==> config.mk <==
export PLATFORM = sky130hd
export DESIGN_NAME = inst_mem_loader
export DESIGN_NICKNAME = d
export VERILOG_FILES = /design/src/rtl/inst_mem_loader.sv
export SDC_FILE = /design/constraint.sdc
export NUM_CORES = 1
export LEC_CHECK = 0
export CORE_AREA = 2 2 112 87
export CTS_CLUSTER_SIZE = 10
export DETAILED_ROUTE_END_ITERATION = 7
export DIE_AREA = 0 0 114 89
export GPL_ROUTABILITY_DRIVEN = 0
export PLACE_DENSITY_LB_ADDON = 0.15
export SYNTH_ARGS = -nofsm -noshare
export SYNTH_HDL_FRONTEND = slang
export SYNTH_SLANG_ARGS = --single-unit
==> constraint.sdc <==
create_clock -name clk -period 6.6 [get_ports clk]
set_clock_uncertainty 0.2 [all_clocks]
set_input_delay 1.98 -clock clk [delete_from_list [all_inputs] [get_ports clk]]
set_output_delay 1.98 -clock clk [all_outputs]
set_load 0.05 [all_outputs]
==> src/rtl/inst_mem_loader.sv <==
// Streams 32-bit instruction words into a byte-addressed, big-endian memory write port,
// most-significant byte first at the lowest address.
module inst_mem_loader #(
  parameter int ADDR_W = 16
) (
  input  logic              clk,
  input  logic              rst,
  input  logic              start,
  input  logic [31:0]       base_addr,
  input  logic [15:0]       word_count,
  input  logic              in_valid,
  input  logic [31:0]       in_data,
  output logic              in_ready,
  output logic              mem_we,
  output logic [ADDR_W-1:0] mem_addr,
  output logic [7:0]        mem_wdata,
  output logic              busy,
  output logic              done,
  output logic [15:0]       words_written
);

  typedef enum logic [1:0] {IDLE, WAIT_WORD, WRITE, DONE} state_t;

  state_t            state, state_nxt;
  logic [ADDR_W-1:0] ptr;
  logic [15:0]       remaining;
  logic [31:0]       word;
  logic [1:0]        byte_idx;
  logic              unused_base_hi;

  // Upper base_addr bits are outside the memory's address space.
  assign unused_base_hi = ^base_addr[31:ADDR_W];

  always_ff @(posedge clk or posedge rst) begin
    if (rst) state <= IDLE;
    else     state <= state_nxt;
  end

  always_comb begin
    state_nxt = state;
    case (state)
      IDLE:      if (start) state_nxt = (word_count == 16'd0) ? DONE : WAIT_WORD;
      WAIT_WORD: if (in_valid) state_nxt = WRITE;
      WRITE:     if (byte_idx == 2'd3) state_nxt = (remaining == 16'd1) ? DONE : WAIT_WORD;
      DONE:      state_nxt = IDLE;
      default:   state_nxt = IDLE;
    endcase
  end

  always_ff @(posedge clk or posedge rst) begin
    if (rst) begin
      ptr           <= '0;
      remaining     <= 16'd0;
      word          <= 32'd0;
      byte_idx      <= 2'd0;
      words_written <= 16'd0;
    end else begin
      case (state)
        IDLE: begin
          if (start) begin
            ptr           <= base_addr[ADDR_W-1:0];
            remaining     <= word_count;
            words_written <= 16'd0;
          end
        end
        WAIT_WORD: begin
          if (in_valid) begin
            word     <= in_data;
            byte_idx <= 2'd0;
          end
        end
        WRITE: begin
          word     <= {word[23:0], 8'd0};
          ptr      <= ptr + {{(ADDR_W-1){1'b0}}, 1'b1};
          byte_idx <= byte_idx + 2'd1;
          if (byte_idx == 2'd3) begin
            words_written <= words_written + 16'd1;
            remaining     <= remaining - 16'd1;
          end
        end
        default: ;
      endcase
    end
  end

  // Outputs decode only from state and registers, so no input reaches an output combinationally.
  assign in_ready  = (state == WAIT_WORD);
  assign mem_we    = (state == WRITE);
  assign mem_addr  = ptr;
  assign mem_wdata = word[31:24];
  assign busy      = (state != IDLE);
  assign done      = (state == DONE);

endmodule
## Word level (Yosys, flattened, before mapping)

Cells that the tools add are included.

- Register bits: 84
- Output and inout bits: 44
- Word-level logic and storage cells: 45

- $add $sub $neg: 4
- Equality and inequality tests: 8
- Muxes and demuxes: 18
- Reductions and logical operators: 9

Operators with widths:

| kind | count |
|---|---|
| $pmux 16 s2 | 3 |
| $mux 16 | 5 |
| $pmux 32 s2 | 1 |
| $add 16x1->16 const B | 2 |
| $mux 32 | 1 |
| $eq 16x1->1 const B | 1 |
| $logic_not 16->1 | 1 |
| $sub 16x1->16 const B | 1 |
| $mux 2 | 6 |
| $pmux 2 s4 | 1 |
| $eq 2x2->1 const B | 3 |
| $reduce_and 3->1 | 2 |
| $reduce_bool 2->1 | 3 |
| $ne 2x2->1 const B | 2 |
| $pmux 2 s2 | 1 |
| $reduce_and 2->1 | 2 |
| $add 2x1->2 const B | 1 |
| $eq 2x1->1 const B | 1 |
| $logic_not 2->1 | 1 |
| $ne 2x1->1 const B | 1 |

## Logic depth before layout (Yosys ltp)

- Depth after elaboration: 4
- Gate-level depth with buffers: 8
- Gate-level depth less buffers: 6

## Worst setup path before layout

Ideal clock, no wire load.

- Path kind: register to output
- From: register state[0]
- To: output done
- Arrival time: 1.612 ns
- Slack: 2.808 ns
- Cell stages (with the launch flop): 5
- Cells stage by stage: dfrtp_1 > clkbuf_1 > inv_2 > clkbuf_1 > nor2_1

- Word-level cells in the longest chain between the ends: 1

Ends and longest elaborated chain:

| element | line | text |
|---|---|---|
| start: declaration | 24 | `state_t state, state_nxt;` |
| start signal: assignment | 36 | `else state <= state_nxt;` |
| $eq 2x2->1 | 92 | `assign done = (state == DONE);` |
| end: declaration | 18 | `output logic done,` |

Every way passes these cells.

## Worst setup path after layout

- From: register state[0]
- To: output mem_we

- Word-level cells in the longest chain between the ends: 1

Ends and longest elaborated chain:

| element | line | text |
|---|---|---|
| $eq 2x2->1 | 88 | `assign mem_we = (state == WRITE);` |
| end: declaration | 14 | `output logic mem_we,` |

Every way passes these cells.

==> run summary <==
Longest individual stage delay on the worst path: 1000 ps
Max clock buf depth: 2
Die Footprint: 0.0101 sq mm
Core area: 0.00893 sq mm
Final routed wirelength across all metal layers: 13,200 um
Result of the run: finished clean
Final core utilization: 0.674
Sequential fraction of the synthesis area: 0.456
Pin count of the biggest net entering global routing: 65
Critical path startpoint category: flop
Hold_buf cts: 0
Number of nets still failing antenna checks after routing: 0
Number of H-tree levels: 3
Placed wire-length estimate: 8780 um
Overall power: 2.85 mW
Total area of multi-input combinational cells: 0.00227 sq mm
Number of antenna violations at the first check in global routing: 0
Post-synth EDFFs: 0
Maximum fanout along the worst path: 47
Number of antenna repair diodes: 0
Clock transition time at the flip-flop clock pins of the worst setup and hold paths: 60 ps
Setup repair after global routing missed its margin: no
Top-level I/O count: 128
Synth Instances: 549
Post-synthesis register bit count: 84
Starting density of the core: 0.516
Pins Over Slew Limit: 0
Type of the worst min-delay path: reg -> reg
Crit. End Element: output port
Summed negative setup slack over all endpoints: 0 ps
Final global-route overflow total: 0
Placement row count: 30
Total nets after synthesis: 638
Overall Global Routing Usage: 0.267
Cell at the root of the clock tree: sky130_fd_sc_hd__clkbuf_16
Violation count after the first detailed-routing iteration: 454
Critical path class: reg -> out
CP Cell Sequence: nand2b_2 -> buf_4 -> inv_2 -> clkdlybuf4s50_1
Total of warnings raised by yosys: 0
1st-pass router iterations: 6
Fraction of registers with async set or reset after synthesis: 1.00
Worst path slowest cell: sky130_fd_sc_hd__dfrtp_1
Clock tree from TritonCTS: yes
Setup repair bufs after CTS: 0
IR drop worst, VDD: 0.000352 V
Quantity of I/O buffers inserted on ports: 111
Signed area change from the synthesized netlist to the final layout: 30.8%
Via count of the first global-routing pass: 4,352
Die H: 89 um
Minimum clock period: 4990 ps
Remaining DRCs: 0
Wire length of the first global-routing pass: 21,300 um
Source-to-sink clock delay at the later pin of the worst-skew pair: 340 ps
Power density over cell area: 473 mW/mm^2
Final number of setup-violating endpoints: 0
Max-cap violations: 0
Die width: 114 um
Routed vias: 4,604
Worst endpoint required time: 4420 ps
Worst Tran Pin Value: 1110 ps
Fraction of synthesized cell area taken by the top area cell type: 0.456
Storage element area: 0.00210 sq mm
Max Clk Rate: 200 MHz
Post-synthesis cell type count: 53
Mapped Area: 0.00461 sq mm
Post-cts gate resize count: 0
Routed wire per std cell: 17.6 um
Share of cells above drive strength 1: 0.0486
Lkg Pwr: 2.41 nW
Via density: 6.14
Area leader, netlist: sky130_fd_sc_hd__dfrtp_1
Mean area per synthesized cell: 8.39 sq um
Primary FF master, synth: sky130_fd_sc_hd__dfrtp_1
Most area-consuming cells after synthesis: sky130_fd_sc_hd__dfrtp_1, sky130_fd_sc_hd__nand2_1, sky130_fd_sc_hd__nor2_1, sky130_fd_sc_hd__a21oi_1, sky130_fd_sc_hd__a31oi_1
Worst Path Arrival: 2810 ps
Hold Fails Final Rpt: 0
TritonCTS Sinks: 84
TritonCTS Buffers: 9
Max-slew headroom: 0.241
Final clock period utilization by the worst path: 0.756
Fill cells: 753
Layout net count: 722
==> sequential cells by signal, summed over array words and instances, names as in the netlist <==
name,count
byte_idx,2
mem_addr,16
remaining,16
state,2
word,32
words_written,16
==> cell usage after synthesis (9+ instances only) <==
library cell,count
sky130_fd_sc_hd__nand2_1,87
sky130_fd_sc_hd__dfrtp_1,84
sky130_fd_sc_hd__nor2_1,62
sky130_fd_sc_hd__a21oi_1,44
sky130_fd_sc_hd__clkbuf_1,28
sky130_fd_sc_hd__a31oi_1,26
sky130_fd_sc_hd__nand3_1,19
sky130_fd_sc_hd__o21ai_0,16
sky130_fd_sc_hd__and3_1,15
sky130_fd_sc_hd__o21ai_1,13
sky130_fd_sc_hd__nand4_1,12
sky130_fd_sc_hd__nor3_1,12
sky130_fd_sc_hd__nor4_1,10
sky130_fd_sc_hd__buf_4,9
sky130_fd_sc_hd__o22ai_1,9
==> placed cells by master (no fill, tap or decap), types with 3 or more instances in the layout <==
master and count:
sky130_fd_sc_hd__a211oi_1 3, sky130_fd_sc_hd__a21oi_1 44, sky130_fd_sc_hd__a22oi_1 3, sky130_fd_sc_hd__a2bb2oi_1 8, sky130_fd_sc_hd__a311oi_1 3, sky130_fd_sc_hd__a31oi_1 26, sky130_fd_sc_hd__and2_1 3, sky130_fd_sc_hd__and3_1 15
sky130_fd_sc_hd__and4_1 5, sky130_fd_sc_hd__buf_4 6, sky130_fd_sc_hd__clkbuf_16 9, sky130_fd_sc_hd__clkdlybuf4s50_1 111, sky130_fd_sc_hd__clkinv_2 4, sky130_fd_sc_hd__dfrtp_1 84, sky130_fd_sc_hd__ha_1 5, sky130_fd_sc_hd__inv_1 5
sky130_fd_sc_hd__mux2i_1 4, sky130_fd_sc_hd__nand2_1 87, sky130_fd_sc_hd__nand3_1 19, sky130_fd_sc_hd__nand4_1 12, sky130_fd_sc_hd__nor2_1 62, sky130_fd_sc_hd__nor3_1 12, sky130_fd_sc_hd__nor4_1 10, sky130_fd_sc_hd__o21ai_0 16
sky130_fd_sc_hd__o21ai_1 13, sky130_fd_sc_hd__o22a_1 3, sky130_fd_sc_hd__o22ai_1 9, sky130_fd_sc_hd__o31ai_1 6, sky130_fd_sc_hd__or4_1 8, sky130_fd_sc_hd__xnor2_1 7
==> power by group <==
part | switching, mW | internal, mW | total (mW) | leakage, nW
Clock | 0.203 | 0.340 | 0.543 | 0.159
Combinational | 0.860 | 0.477 | 1.34 | 1.25
Sequential | 0.243 | 0.722 | 0.966 | 1.00
Total | 1.31 | 1.54 | 2.85 | 2.41
==> worst paths after layout <==
kind / slack (ps) / start / cells past startpoint / endpoint
setup / recovery: 1610 / state[0] / 4 / mem_we
hold / removal: 310 / byte_idx[0] / 1 / byte_idx[0]
setup reg to reg: 3200 / state[1] / 5 / words_written[12]
hold reg to reg: 310 / byte_idx[0] / 1 / byte_idx[0]
max in group asynchronous: 3290 / rst / 3 / word[20]
min in group asynchronous: 1890 / rst / 2 / word[28]
==> cell families after synthesis <==
| kind of cell | count (synthesis) | share of synthesized area |
|---|---|---|
| AOI/OAI and AO/OA | 146 | 0.195 |
| and+or+nand+nor | 251 | 0.262 |
| xor gates and xnor gates | 7 | 0.0133 |
| buffers and inverters | 52 | 0.0503 |
| muxes | 4 | 0.00869 |
| adders and majority gates | 5 | 0.0136 |
| DFF | 84 | 0.456 |
==> layout make-up <==
cell class	count	share of cell area
well taps	112	0.0233
multi-input cells	413	0.378
clock inverters	5	0.0125
repair buffers	117	0.192
clock buffers	11	0.0403
flip-flops and latches	84	0.349
inverters	8	0.00519
==> critical path: cells and delay by family (launching register included) <==
kind / cells / cell delay, ps
flops: 1 / 1000
simple gates: 1 / 260
buf+inv: 3 / 1200
==> through the flow <==
| step | instances | hold WS [ps] | cell area [sq um] | setup WS (ps) |
|---|---|---|---|---|
| finish | 750 | 305 | 6020 | 1610 |
| global route | 750 | 345 | 6020 | 1420 |
| CTS | 750 | 304 | 6020 | 1610 |
| detailed placement | 734 | 292 | 5700 | 1710 |
| global placement | 734 | 277 | 5700 | 1770 |
| floorplan | 549 | 264 | 4610 | 2250 |
==> layer usage <==
metal,vias to the layer above,routed length [um],global-route usage
li1,2150,-,-
met1,2181,5880,0.387
met2,246,5940,0.405
met3,27,1140,0.0583
met4,0,215,0.0843
met5,-,0,0
Note: power is estimated with default switching activity, not from simulation.
